===== src/rtl/data_mem_arbiter_pkg.sv =====
// Shared types and constants for the two-port data memory arbiter.
// Optional feature macro used by the design: DATA_MEM_ARB_ROUND_ROBIN_EN.
package data_mem_arbiter_pkg;

  localparam int ADDR_W_DEF = 8;
  localparam int DATA_W_DEF = 16;

  localparam int PORT_CPU = 0;
  localparam int PORT_LDR = 1;

  typedef enum logic [1:0] {
    IDLE   = 2'd0,
    ACCESS = 2'd1,
    RDWAIT = 2'd2
  } state_e;

endpackage


===== src/rtl/data_mem_arbiter_arb_pick2.sv =====
// Two-requester winner selection producing a one-hot grant.
// On a tie the port that did not win last time is chosen.
module arb_pick2
  import data_mem_arbiter_pkg::*;
(
  input  logic       req_cpu_i,
  input  logic       req_ldr_i,
  input  logic       last_i,
  output logic [1:0] gnt_o
);

  always_comb begin
    gnt_o = 2'b00;
    if (req_cpu_i && req_ldr_i) begin
      if (last_i == 1'(PORT_LDR)) begin
        gnt_o[PORT_CPU] = 1'b1;
      end else begin
        gnt_o[PORT_LDR] = 1'b1;
      end
    end else if (req_cpu_i) begin
      gnt_o[PORT_CPU] = 1'b1;
    end else if (req_ldr_i) begin
      gnt_o[PORT_LDR] = 1'b1;
    end
  end

endmodule


===== src/rtl/data_mem_arbiter.sv =====
// Arbitrates the CPU datapath and boot loader onto one data memory port.
// DATA_MEM_ARB_ROUND_ROBIN_EN selects alternating tie-break instead of fixed ldr priority.
module data_mem_arbiter
  import data_mem_arbiter_pkg::*;
#(
  parameter int ADDR_W = ADDR_W_DEF,
  parameter int DATA_W = DATA_W_DEF
) (
  input  logic              clk,
  input  logic              reset,
  input  logic              cpu_req,
  input  logic              cpu_we,
  input  logic [ADDR_W-1:0] cpu_addr,
  input  logic [DATA_W-1:0] cpu_wdata,
  output logic              cpu_ack,
  output logic [DATA_W-1:0] cpu_rdata,
  output logic              cpu_stall,
  input  logic              ldr_req,
  input  logic              ldr_we,
  input  logic [ADDR_W-1:0] ldr_addr,
  input  logic [DATA_W-1:0] ldr_wdata,
  output logic              ldr_ack,
  output logic [DATA_W-1:0] ldr_rdata,
  output logic [ADDR_W-1:0] mem_addr,
  output logic [DATA_W-1:0] mem_wdata,
  output logic              mem_we,
  output logic              mem_re,
  input  logic [DATA_W-1:0] mem_rdata
);

  state_e              state_q, state_d;
  logic                we_q;
  logic [ADDR_W-1:0]   addr_q;
  logic [DATA_W-1:0]   wdata_q;
  logic                owner_q;
  logic                cpu_ack_q, ldr_ack_q;
  logic [DATA_W-1:0]   cpu_rdata_q, ldr_rdata_q;
  logic [1:0]          gnt;
  logic                last_win;
  logic                grant_now;

`ifdef DATA_MEM_ARB_ROUND_ROBIN_EN
  logic last_q;

  // Reset value "cpu won last" makes the first tie go to the loader.
  always_ff @(posedge clk) begin
    if (reset) begin
      last_q <= 1'(PORT_CPU);
    end else if (grant_now) begin
      last_q <= gnt[PORT_LDR];
    end
  end
  assign last_win = last_q;
`else
  assign last_win = 1'(PORT_CPU);
`endif

  arb_pick2 u_pick (
    .req_cpu_i (cpu_req),
    .req_ldr_i (ldr_req),
    .last_i    (last_win),
    .gnt_o     (gnt)
  );

  assign grant_now = (state_q == IDLE) && (gnt != 2'b00);

  always_ff @(posedge clk) begin
    if (reset) begin
      state_q <= IDLE;
    end else begin
      state_q <= state_d;
    end
  end

  always_comb begin
    state_d = state_q;
    case (state_q)
      IDLE:    if (grant_now) state_d = ACCESS;
      ACCESS:  state_d = we_q ? IDLE : RDWAIT;
      RDWAIT:  state_d = IDLE;
      default: state_d = IDLE;
    endcase
  end

  always_comb begin
    mem_we    = (state_q == ACCESS) && we_q;
    mem_re    = (state_q == ACCESS) && !we_q;
    mem_addr  = addr_q;
    mem_wdata = wdata_q;
  end

  // Ack is registered so it lands in the IDLE cycle, where a held req re-arbitrates.
  always_ff @(posedge clk) begin
    if (reset) begin
      we_q        <= 1'b0;
      addr_q      <= '0;
      wdata_q     <= '0;
      owner_q     <= 1'(PORT_CPU);
      cpu_ack_q   <= 1'b0;
      ldr_ack_q   <= 1'b0;
      cpu_rdata_q <= '0;
      ldr_rdata_q <= '0;
    end else begin
      cpu_ack_q <= 1'b0;
      ldr_ack_q <= 1'b0;
      if (grant_now) begin
        owner_q <= gnt[PORT_LDR];
        if (gnt[PORT_LDR]) begin
          we_q    <= ldr_we;
          addr_q  <= ldr_addr;
          wdata_q <= ldr_wdata;
        end else begin
          we_q    <= cpu_we;
          addr_q  <= cpu_addr;
          wdata_q <= cpu_wdata;
        end
      end
      if ((state_q == ACCESS && we_q) || state_q == RDWAIT) begin
        if (owner_q == 1'(PORT_LDR)) begin
          ldr_ack_q <= 1'b1;
        end else begin
          cpu_ack_q <= 1'b1;
        end
      end
      if (state_q == RDWAIT) begin
        if (owner_q == 1'(PORT_LDR)) begin
          ldr_rdata_q <= mem_rdata;
        end else begin
          cpu_rdata_q <= mem_rdata;
        end
      end
    end
  end

  assign cpu_ack   = cpu_ack_q;
  assign ldr_ack   = ldr_ack_q;
  assign cpu_rdata = cpu_rdata_q;
  assign ldr_rdata = ldr_rdata_q;
  assign cpu_stall = cpu_req && !cpu_ack_q;

endmodule


===== config.mk =====
export PLATFORM = sky130hd
export DESIGN_NAME = data_mem_arbiter
export DESIGN_NICKNAME = d
export VERILOG_FILES = /design/src/rtl/data_mem_arbiter_pkg.sv /design/src/rtl/data_mem_arbiter_arb_pick2.sv /design/src/rtl/data_mem_arbiter.sv
export SDC_FILE = /design/constraint.sdc
export NUM_CORES = 1
export LEC_CHECK = 0
export CAP_MARGIN = 5
export CORE_ASPECT_RATIO = 0.6
export CORE_MARGIN = 4
export CORE_UTILIZATION = 43
export CTS_BUF_LIST = sky130_fd_sc_hd__clkbuf_16
export CTS_CLUSTER_SIZE = 8
export DETAILED_ROUTE_END_ITERATION = 10
export GPL_TIMING_DRIVEN = 0
export PLACE_DENSITY = 0.85
export SLEW_MARGIN = 20
export SYNTH_ARGS = -nofsm -noshare
export SYNTH_HDL_FRONTEND = slang
export SYNTH_HIERARCHICAL = 1
export SYNTH_SLANG_ARGS = --single-unit

===== constraint.sdc =====
create_clock -name clk -period 2.7 [get_ports clk]
set_input_delay 0.81 -clock clk [delete_from_list [all_inputs] [get_ports clk]]
set_output_delay 0.81 -clock clk [all_outputs]
set_load 0.01 [all_outputs]

==> reports/metrics.cfg <==
[clock_network]
cts_tree = done
numCtsBuffers = 9
cts_htree_levels = 3
ctsResizeCount = 1
clockRootBuffer = clkbuf_16
cts_setup_buffers = 0
cts_sinks = 62
worstSkewPairLatency_ns = 0.32
holdBufCountCts = 0
cts_buffer_depth = 2
path_clk_slew_ns = 0.05

[worst_setup_path]
crit_required_ns = 1.89
crit_type = reg -> out
end_kind = output pin
worstSetupStartpointType = register
crit_fanout = 8
cp.arrival_ns = 1.79

[synthesis]
synth_seq_area_share_pct = 47.6
yosys.area.top_type = dfxtp_1
synth_edf_count = 0
synth-seq-cells = 62
synth_warnings = 6
syn_avg_cell_area_um2 = 9.21
ys_top_cells_by_area = dfxtp_1 48%, a21oi_1 11%, a211oi_2 9.6%
synth_cell_types = 25
synth_area_um2 = 2610
synth_top_area_share_pct = 47.6
syn_inst = 283
synth_async_sr_flop_share_pct = 0
ys.flop_type = dfxtp_1

[pwr]
switching_share_pct = 24.2
combPwrFrac_pct = 19.3
seq_power_share_pct = 37.2
pwr-share-clk_pct = 43.5
p_leak_nw = 1.56
finalPower_mw = 2.72
max-vdd-ir-drop_uv = 399
power_switching_mw = 0.657
power_density_nw_per_um2 = 631
intPower_mw = 2.06

[job]
drv_cap = 0

[final_layout]
drive_gt1_share_pct = 11.0
final_cell_mix = 128 x clkdlybuf4s50_1, 65 x nand2_1, 62 x dfxtp_1
antenna_cells = 0
layout.nets = 494
instances_no_fill = 508
final_area_um2 = 4300
layout_commonest_cell = clkdlybuf4s50_1
postLayoutCoreUtil_pct = 75.1
syn_to_final_growth_pct = 65.1

[timing]
final.setup.tns_ns = 0
setup_violations = 0
relSlewSlack_pct = 56.2
holdWs_ns = 0.455
period_minus_slack_ns = 2.60
worst_clock_skew_ns = 0.00465
slew_viol_final = 0
finalHoldViolCount = 0
fmax_mhz = 384
rsz0062_at_grt = no
fin_ws_ns = 0.0957
tightest_slew_ns = 0.658
finalCritPeriodShare_pct = 96.5

[route]
dr.pass1.iters = 4
post_drt_wl_per_cell_um = 16.4
routed_wl_um = 8340
num_vias = 2625
drtIter0Drc = 99
drtAntennaViolNets = 0
drc = 0
via_per_inst = 5.17

[global_route]
grt_max_degree = 11
grt_first_pass_wirelength_um = 12800
grt_usage_pct = 22.8
grt_overflow = 0
grt_pass1_vias = 2634
grt_antenna_before_repair = 0

[placed_design]
place.gp.congestion = 0.806
dp_cells = 493
placed_cell_area_um2 = 4000
pre_cts_ws_ns = -0.0939
placement.io_buffers = 129
hpwl_um = 6230

[run_status]
status = complete, no violations

[floorplanning]
die_x_um = 109
row_count = 21
pin_count = 131
dieArea_um2 = 7410
initial_core_util_pct = 45.5
core_um2 = 5730
fp.dieH_um = 68.3

[min_path]
hold_class = reg -> reg

synth_stat cells, types with 2 or more instances:
cell / count
dfxtp_1: 62
nand2_1: 65
clkbuf_1: 14
buf_1: 2
a211oi_1: 7
inv_1: 3
nand3b_1: 2
a21oi_1: 58
buf_6: 5
nor2b_1: 3
mux2i_1: 25
a211oi_2: 20
buf_2: 5
state kept, by name, indices dropped and copies added (netlist names):
signal / cells
mem_addr: 8
ldr_ack: 1
mem_wdata: 16
cpu_rdata: 16
ldr_rdata: 16
owner_q: 1
cpu_ack: 1
state_q: 2
we_q: 1
final timing paths:
path                startpoint       endpoint  slack [ns]  depth (start not counted)
setup reg to reg    state_q[0]  ldr_rdata[14]        0.94                          5
hold / removal    ldr_rdata[5]   ldr_rdata[5]        0.46                          2
hold reg to reg   ldr_rdata[5]   ldr_rdata[5]        0.46                          2
setup / recovery    state_q[0]         mem_re         0.1                          3
logic make-up after synthesis:
family	Yosys count	share of synthesized area (%)
buffers and inverters	29	5.86
other	1	0.144
flip-flops	62	47.6
multiplexers	25	9.60
AND/OR/NAND/NOR	78	13.2
AO/OA/AOI/OAI	88	23.6
metal layers:
layer  vias up  GRT usage, %  share of wire, %
li1       1263             -                 -
met1      1257          28.0                43
met2        94          37.5                48
met3        11          8.01               7.8
met4         0          8.50               1.3
met5         -             0                 0
worst max-delay path, stage by stage (launching register included):
cell and delay (ns):
dfxtp_1 0.30, clkbuf_1 0.28, nor3b_1 0.29, clkdlybuf4s50_1 0.60
final cells by class:
cell class	count	area, µm²
Clock inverter	6	78.8
Sequential cell	62	1240
Multi-Input combinational cell	193	1220
Buffer	26	141
Clock buffer	9	225
Fill cell	431	1420
Timing Repair Buffer	129	1290
Tap cell	80	100
Inverter	3	11.3
power groups by stage:
stage	Clock (mW)	Combinational, mW	Sequential [mW]
2_1_floorplan	0	0.228	1.05
3_3_place_gp	0	0.512	1.02
3_5_place_dp	0	0.523	1.03
4_1_cts	1.19	0.526	1.01
5_1_grt	1.24	0.562	1.02
6_report	1.18	0.524	1.01
No activity file was read; power rests on OpenSTA's default activity.
